$ cat src/rtl/ps2_pkg.sv
// Shared types and protocol constants for the PS/2 LED command sequencer.
package ps2_pkg;

    typedef enum logic [3:0] {
        IDLE,
        TX_CMD,
        WAIT_TX_CMD,
        WAIT_ACK_CMD,
        TX_ARG,
        WAIT_TX_ARG,
        WAIT_ACK_ARG,
        DONE,
        FAIL
    } ps2_state_e;

    localparam logic [7:0] PS2_CMD_SET_LED = 8'hED;
    localparam logic [7:0] PS2_RSP_ACK     = 8'hFA;
    localparam logic [7:0] PS2_RSP_RESEND  = 8'hFE;

endpackage

$ cat src/rtl/ps2_cmd_sequencer_if.sv
// Byte-level link between the command sequencer (master) and the PS/2 line controller (slave).
interface ps2_cmd_sequencer_if;

    logic [7:0] ps2_cmd;
    logic       ps2_send;
    logic       ps2_cmd_sent;
    logic       ps2_cmd_timeout;
    logic [7:0] ps2_rx_data;
    logic       ps2_rx_en;

    modport master (
        output ps2_cmd, ps2_send,
        input  ps2_cmd_sent, ps2_cmd_timeout, ps2_rx_data, ps2_rx_en
    );

    modport slave (
        input  ps2_cmd, ps2_send,
        output ps2_cmd_sent, ps2_cmd_timeout, ps2_rx_data, ps2_rx_en
    );

endinterface

$ cat src/rtl/ps2_ack_timer.sv
// Clearable saturating up-counter; tc flags that the count has reached TC_VAL.
module ps2_ack_timer #(
    parameter int unsigned CW     = 7,
    parameter int unsigned TC_VAL = 99
) (
    input  logic CLK_50,
    input  logic RESET,
    input  logic clr,
    input  logic en,
    output logic tc
);

    logic [CW-1:0] cnt_q, cnt_d;

    always_comb begin
        cnt_d = cnt_q;
        if (clr) begin
            cnt_d = '0;
        end else if (en && (cnt_q != '1)) begin
            cnt_d = cnt_q + 1'b1;
        end
    end

    always_ff @(posedge CLK_50) begin
        if (RESET) begin
            cnt_q <= '0;
        end else begin
            cnt_q <= cnt_d;
        end
    end

    assign tc = (cnt_q == CW'(TC_VAL));

endmodule

$ cat src/rtl/ps2_cmd_sequencer.sv
// PS/2 keyboard LED writer: sends ED then the LED byte, waits for FA acks, forwards scancodes.
// Build option PS2_CMD_RETRY_EN: resend a byte on FE up to MAX_RETRY times instead of failing.
module ps2_cmd_sequencer
    import ps2_pkg::*;
#(
    parameter int unsigned ACK_TIMEOUT_CYCLES = 1000000,
    parameter int unsigned MAX_RETRY          = 3
) (
    input  logic                       CLK_50,
    input  logic                       RESET,
    input  logic                       led_req,
    input  logic [2:0]                 led_val,
    output logic                       led_busy,
    output logic                       led_done,
    output logic                       led_err,
    output logic [7:0]                 KEYCODE_OUT,
    output logic                       KEYCODE_RDY,
    ps2_cmd_sequencer_if.master        ps2
);

    localparam int unsigned TW = (ACK_TIMEOUT_CYCLES > 1) ? $clog2(ACK_TIMEOUT_CYCLES) : 1;
    localparam int unsigned RW = (MAX_RETRY > 0) ? $clog2(MAX_RETRY + 1) : 1;
`ifdef PS2_CMD_RETRY_EN
    localparam int unsigned RETRY_LIMIT = MAX_RETRY;
`else
    localparam int unsigned RETRY_LIMIT = 0;
`endif

    ps2_state_e    state_q, state_d;
    logic [7:0]    arg_q, arg_d;
    logic [7:0]    cmd_q, cmd_d;
    logic [7:0]    kc_q, kc_d;
    logic [RW-1:0] retry_q, retry_d;
    logic          send_q, send_d;
    logic          busy_q, busy_d;
    logic          done_q, done_d;
    logic          err_q, err_d;
    logic          rdy_q, rdy_d;
    logic          ack_wait, ack_tc, timer_clr;

    assign ack_wait  = (state_q == WAIT_ACK_CMD) || (state_q == WAIT_ACK_ARG);
    assign timer_clr = (state_d != state_q);

    ps2_ack_timer #(
        .CW     (TW),
        .TC_VAL (ACK_TIMEOUT_CYCLES - 1)
    ) u_ack_timer (
        .CLK_50 (CLK_50),
        .RESET  (RESET),
        .clr    (timer_clr),
        .en     (ack_wait),
        .tc     (ack_tc)
    );

    always_comb begin
        state_d = state_q;
        arg_d   = arg_q;
        kc_d    = kc_q;
        rdy_d   = 1'b0;
        retry_d = retry_q;
        case (state_q)
            IDLE: begin
                retry_d = '0;
                if (led_req) begin
                    arg_d   = {5'b0, led_val};
                    state_d = TX_CMD;
                end
                if (ps2.ps2_rx_en) begin
                    kc_d  = ps2.ps2_rx_data;
                    rdy_d = 1'b1;
                end
            end
            TX_CMD: state_d = WAIT_TX_CMD;
            TX_ARG: state_d = WAIT_TX_ARG;
            WAIT_TX_CMD, WAIT_TX_ARG: begin
                if (ps2.ps2_cmd_timeout) begin
                    state_d = FAIL;
                end else if (ps2.ps2_cmd_sent) begin
                    state_d = (state_q == WAIT_TX_CMD) ? WAIT_ACK_CMD : WAIT_ACK_ARG;
                end
            end
            WAIT_ACK_CMD, WAIT_ACK_ARG: begin
                // A response byte wins over a timeout landing in the same cycle
                if (ps2.ps2_rx_en) begin
                    if (ps2.ps2_rx_data == PS2_RSP_ACK) begin
                        retry_d = '0;
                        state_d = (state_q == WAIT_ACK_CMD) ? TX_ARG : DONE;
                    end else if (ps2.ps2_rx_data == PS2_RSP_RESEND) begin
                        if (retry_q == RW'(RETRY_LIMIT)) begin
                            state_d = FAIL;
                        end else begin
                            retry_d = retry_q + 1'b1;
                            state_d = (state_q == WAIT_ACK_CMD) ? TX_CMD : TX_ARG;
                        end
                    end else begin
                        kc_d    = ps2.ps2_rx_data;
                        rdy_d   = 1'b1;
                        state_d = FAIL;
                    end
                end else if (ack_tc) begin
                    state_d = FAIL;
                end
            end
            DONE, FAIL: begin
                retry_d = '0;
                state_d = IDLE;
            end
            default: state_d = IDLE;
        endcase

        cmd_d = cmd_q;
        if (state_d == TX_CMD) begin
            cmd_d = PS2_CMD_SET_LED;
        end else if (state_d == TX_ARG) begin
            cmd_d = arg_d;
        end
        send_d = (state_d == TX_CMD) || (state_d == TX_ARG);
        busy_d = (state_d != IDLE);
        done_d = (state_d == DONE);
        err_d  = (state_d == FAIL);
    end

    always_ff @(posedge CLK_50) begin
        if (RESET) begin
            state_q <= IDLE;
            arg_q   <= 8'h00;
            cmd_q   <= 8'h00;
            kc_q    <= 8'h00;
            retry_q <= '0;
            send_q  <= 1'b0;
            busy_q  <= 1'b0;
            done_q  <= 1'b0;
            err_q   <= 1'b0;
            rdy_q   <= 1'b0;
        end else begin
            state_q <= state_d;
            arg_q   <= arg_d;
            cmd_q   <= cmd_d;
            kc_q    <= kc_d;
            retry_q <= retry_d;
            send_q  <= send_d;
            busy_q  <= busy_d;
            done_q  <= done_d;
            err_q   <= err_d;
            rdy_q   <= rdy_d;
        end
    end

    assign ps2.ps2_cmd  = cmd_q;
    assign ps2.ps2_send = send_q;
    assign led_busy     = busy_q;
    assign led_done     = done_q;
    assign led_err      = err_q;
    assign KEYCODE_OUT  = kc_q;
    assign KEYCODE_RDY  = rdy_q;

endmodule

$ cat src/flat_wrapper.sv
// flat-port wrapper written by rule: the top's interface ports become plain ports
module ps2_cmd_sequencer_flat import ps2_pkg::*;
#(
    parameter int unsigned ACK_TIMEOUT_CYCLES = 1000000,
    parameter int unsigned MAX_RETRY          = 3
)
  (CLK_50, RESET, led_req, led_val, led_busy, led_done, led_err, KEYCODE_OUT, KEYCODE_RDY, ps2_ps2_cmd, ps2_ps2_send, ps2_ps2_cmd_sent, ps2_ps2_cmd_timeout, ps2_ps2_rx_data, ps2_ps2_rx_en);
  ps2_cmd_sequencer_if ps2_i ();
  input  logic CLK_50;
  input  logic RESET;
  input  logic led_req;
  input  logic [2:0] led_val;
  output logic led_busy;
  output logic led_done;
  output logic led_err;
  output logic [7:0] KEYCODE_OUT;
  output logic KEYCODE_RDY;
  output wire logic [$bits(ps2_i.ps2_cmd)-1:0] ps2_ps2_cmd;
  output wire logic [$bits(ps2_i.ps2_send)-1:0] ps2_ps2_send;
  input wire logic [$bits(ps2_i.ps2_cmd_sent)-1:0] ps2_ps2_cmd_sent;
  input wire logic [$bits(ps2_i.ps2_cmd_timeout)-1:0] ps2_ps2_cmd_timeout;
  input wire logic [$bits(ps2_i.ps2_rx_data)-1:0] ps2_ps2_rx_data;
  input wire logic [$bits(ps2_i.ps2_rx_en)-1:0] ps2_ps2_rx_en;
  assign ps2_ps2_cmd = ps2_i.ps2_cmd;
  assign ps2_ps2_send = ps2_i.ps2_send;
  assign ps2_i.ps2_cmd_sent = ps2_ps2_cmd_sent;
  assign ps2_i.ps2_cmd_timeout = ps2_ps2_cmd_timeout;
  assign ps2_i.ps2_rx_data = ps2_ps2_rx_data;
  assign ps2_i.ps2_rx_en = ps2_ps2_rx_en;
  ps2_cmd_sequencer #(.ACK_TIMEOUT_CYCLES(ACK_TIMEOUT_CYCLES), .MAX_RETRY(MAX_RETRY)) u_core (.CLK_50(CLK_50), .RESET(RESET), .led_req(led_req), .led_val(led_val), .led_busy(led_busy), .led_done(led_done), .led_err(led_err), .KEYCODE_OUT(KEYCODE_OUT), .KEYCODE_RDY(KEYCODE_RDY), .ps2(ps2_i));
endmodule
$ cat config.mk
export PLATFORM = sky130hd
export DESIGN_NAME = ps2_cmd_sequencer_flat
export DESIGN_NICKNAME = d
export VERILOG_FILES = /design/src/rtl/ps2_pkg.sv /design/src/rtl/ps2_cmd_sequencer_if.sv /design/src/rtl/ps2_ack_timer.sv /design/src/rtl/ps2_cmd_sequencer.sv /design/src/flat_wrapper.sv
export SDC_FILE = /design/constraint.sdc
export NUM_CORES = 1
export LEC_CHECK = 0
export ABC_CLOCK_PERIOD_IN_PS = 4400
export BUFFER_PORTS_ARGS = -buffer_cell sky130_fd_sc_hd__buf_4
export CORE_UTILIZATION = 25
export CTS_BUF_LIST = sky130_fd_sc_hd__clkbuf_8
export DETAILED_ROUTE_END_ITERATION = 8
export GPL_ROUTABILITY_DRIVEN = 0
export PLACE_DENSITY = 0.4
export SLEW_MARGIN = 0
export SYNTH_ARGS = -nofsm -noshare
export SYNTH_HDL_FRONTEND = slang
export SYNTH_HIERARCHICAL = 1
export SYNTH_SLANG_ARGS = --single-unit
$ cat constraint.sdc
create_clock -name CLK_50 -period 4.4 [get_ports CLK_50]
set_clock_uncertainty 0.15 [all_clocks]
set_input_delay 0.44 -clock CLK_50 [delete_from_list [all_inputs] [get_ports CLK_50]]
set_output_delay 0.44 -clock CLK_50 [all_outputs]
set_load 0.02 [all_outputs]
==> results.py <==
metrics = {
    "outcome": {
        "status": "finished, final reports clean",
    },
    "flow_run": {
        "max_cap_violations": 0,
    },
    "grt": {
        "grt_usage_pct": 12.52,
        "antenna_found_initial": 0,
        "grt_pass1_vias": 2139,
        "grt_pass1_wl_mm": 10.95,
        "grt-ovfl-total": 0,
        "grt_max_degree": 28,
    },
    "clock_network": {
        "cts_root_buffer": "clkbuf_8",
        "postCtsSetupRepairBufs": 0,
        "cts.sink_count": 55,
        "tritoncts": "yes",
        "post_cts_resize_count": 0,
        "cts_buffers": 5,
        "hold_buffers": 0,
        "clk_pin_slew_worst_paths_ns": 0.11,
        "ctsHtreeMaxLevel": 2,
        "clock_latency_ns": 0.33,
        "cts_buffer_depth": 2,
    },
    "worst_setup_path": {
        "rr_worst_depth": 12,
        "cp.required_ns": 4.52,
        "slowest_stage": "or4_1",
        "critPathMaxFanout": 16,
        "path_cells": "nor4_1 -> nand4b_1 -> nor4_1 -> nor2_1 -> a41oi_1 -> o22ai_1 -> a21boi_2 -> xnor2_1 -> or4_1 -> or2_2 -> or4_1 -> nand2_1",
        "cp_num_cells": 12,
        "crit_buf_inv": 0,
        "crit_arrival_ns": 3.97,
        "slowest_delay_ns": 0.54,
        "r2r_start": "u_core/u_ack_timer/cnt_q[11]",
        "start_kind": "flop",
        "crit_type": "flop to flop",
        "cp-startpoint": "u_core/u_ack_timer/cnt_q[11]",
        "endpoint_kind": "flop",
        "crit_family": "simple AND/OR/NAND/NOR gates",
    },
    "timing": {
        "drv_slew": 0,
        "maxSlewHeadroom_pct": 43.27,
        "setup_violations": 0,
        "rsz0062_at_grt": "no",
        "finalCriticalPeriod_ns": 3.851,
        "period_share_pct": 87.52,
        "hold_viol_final": 0,
        "fmax_mhz": 259.7,
        "setup_ws_ns": 0.5493,
        "worst_pin_slew_ns": 0.8464,
        "tns_ns": 0,
        "timing.hold.ws_ns": 0.2074,
    },
    "synthesis": {
        "synth_area_um2": 2620,
        "ys_seq_elements": 55,
        "synth_edf_count": 0,
        "synth_warnings": 6,
        "netlist-cell-type-count": 63,
        "syn_area_per_cell_um2": 8.942,
        "synthCells": 293,
        "yosys_most_used_dff": "dfxtp_1",
        "seq_area_frac_synth_pct": 42.02,
        "synthesis.nets": 312,
        "ys_async_sr_fraction_pct": 0,
    },
    "layout": {
        "area_delta_synth_final_pct": 19.05,
        "fillers": 1082,
        "multiInputGateArea_um2": 1411,
        "antennaDiodeCount": 0,
        "seq_area_um2": 1101,
        "drive_gt1_share_pct": 18.90,
        "final_cell_mix": "dfxtp_1 (55), buf_4 (38), nor2_1 (36)",
        "fin_nets": 346,
        "final_common_cell": "dfxtp_1",
        "finish.utilization_pct": 30.49,
        "layout.cells.non_filler": 464,
    },
    "power": {
        "cellPowerDensity_nw_per_um2": 342.7,
        "peakVddDrop_mv": 0.1396,
        "p_leak_uw": 0.001199,
    },
    "placement": {
        "place_ws_ns": 0.5702,
        "hpwlAfterDp_mm": 4.589,
        "dp.cells": 456,
        "port_buffers": 37,
    },
    "drt": {
        "drtAntennaViolNets": 0,
        "drt-initial-drc-count": 110,
        "first_pass_iters": 4,
        "wl_per_cell_um": 13.78,
        "wl_mm": 6.395,
        "vias_per_cell": 4.808,
        "drc": 0,
        "vias": 2231,
    },
    "floorplanning": {
        "die_x_um": 104.4,
        "ios": 38,
        "fp-row-count": 37,
        "die_area_um2": 10890,
        "floorplan.initialDensity_pct": 25.61,
        "die_h_um": 104.4,
        "coreArea_um2": 10230,
    },
    "min_path": {
        "whs_path_depth": 3,
        "min-delay-start": "ps2_ps2_rx_data[4]",
        "hold_path.class": "input pin to flop",
    },
}
==> worst register-to-register path, stage by stage, from the launching register on <==
cell	delay, ns
dfxtp_1	0.40
nor4_1	0.30
nand4b_1	0.13
nor4_1	0.42
nor2_1	0.12
a41oi_1	0.18
o22ai_1	0.15
a21boi_2	0.25
xnor2_1	0.09
or4_1	0.53
or2_2	0.47
or4_1	0.54
nand2_1	0.07
==> flip-flops by register name (all words and copies together), names as in the netlist <==
name	cells
u_core/led_err	1
u_core/arg_q	8
u_core/KEYCODE_RDY	1
u_core/ps2.ps2_send	1
u_core/KEYCODE_OUT	8
u_core/led_busy	1
u_core/u_ack_timer/cnt_q	20
u_core/state_q	4
u_core/ps2.ps2_cmd	8
u_core/retry_q	2
u_core/led_done	1
==> cell families after synthesis <==
kind of cell               synth area share (%)
adders and majority gates                 1.337
and+or+nand+nor                           29.56
DFF                                       42.02
buffers and inverters                     4.107
muxes                                     4.966
AOI/OAI and AO/OA                         14.33
xor gates and xnor gates                  3.677
==> area by class of cell <==
type / instances / area share [%]
timing repair buffer: 38 / 9.146
inverter: 13 / 1.564
tap: 136 / 5.455
clock buffer: 5 / 2.206
multi-input combinational: 214 / 45.25
sequential: 55 / 35.30
clock inverter: 3 / 1.083
==> Yosys cell counts (6+ instances only) <==
library cell  number  area [um2]
and4_1             6       52.55
nor2_1            36       135.1
nand3_1           12       60.06
a21oi_1           11       55.05
xor2_1             8       70.07
nand2_1           21       78.83
nand4_1           11       68.82
inv_1             13       48.80
mux2i_1           13       130.1
dfxtp_1           55        1101
a221oi_1           6       52.55
o21ai_0            8       40.04
==> layer usage <==
metal	vias up	global-route usage [%]	wire length (um)
met2	25	19.35	2972
met3	6	2.256	179
met4	0	5.000	91
met5	-	0	0
met1	1060	17.13	3152
li1	1140	-	-
==> worst paths after layout <==
kind                                                    end  slack [ns]
worst max-delay path            u_core/u_ack_timer/cnt_q[3]        0.55
worst min-delay path                  u_core/KEYCODE_OUT[4]        0.21
worst min register to register            u_core/retry_q[1]        0.32
worst max register to register  u_core/u_ack_timer/cnt_q[3]        0.55
==> power by group <==
group	internal (uW)	switching [uW]
Sequential	524	15.3
Combinational	86.8	127
Clock	120	195
==> through the flow <==
step,total power (uW),cell area [um2]
2_1_floorplan,692.1,2620
3_3_place_gp,767.1,3017
3_5_place_dp,767.7,3017
4_1_cts,1089,3119
5_1_grt,1131,3119
6_report,1069,3119
(Power assumes the default switching activity.)
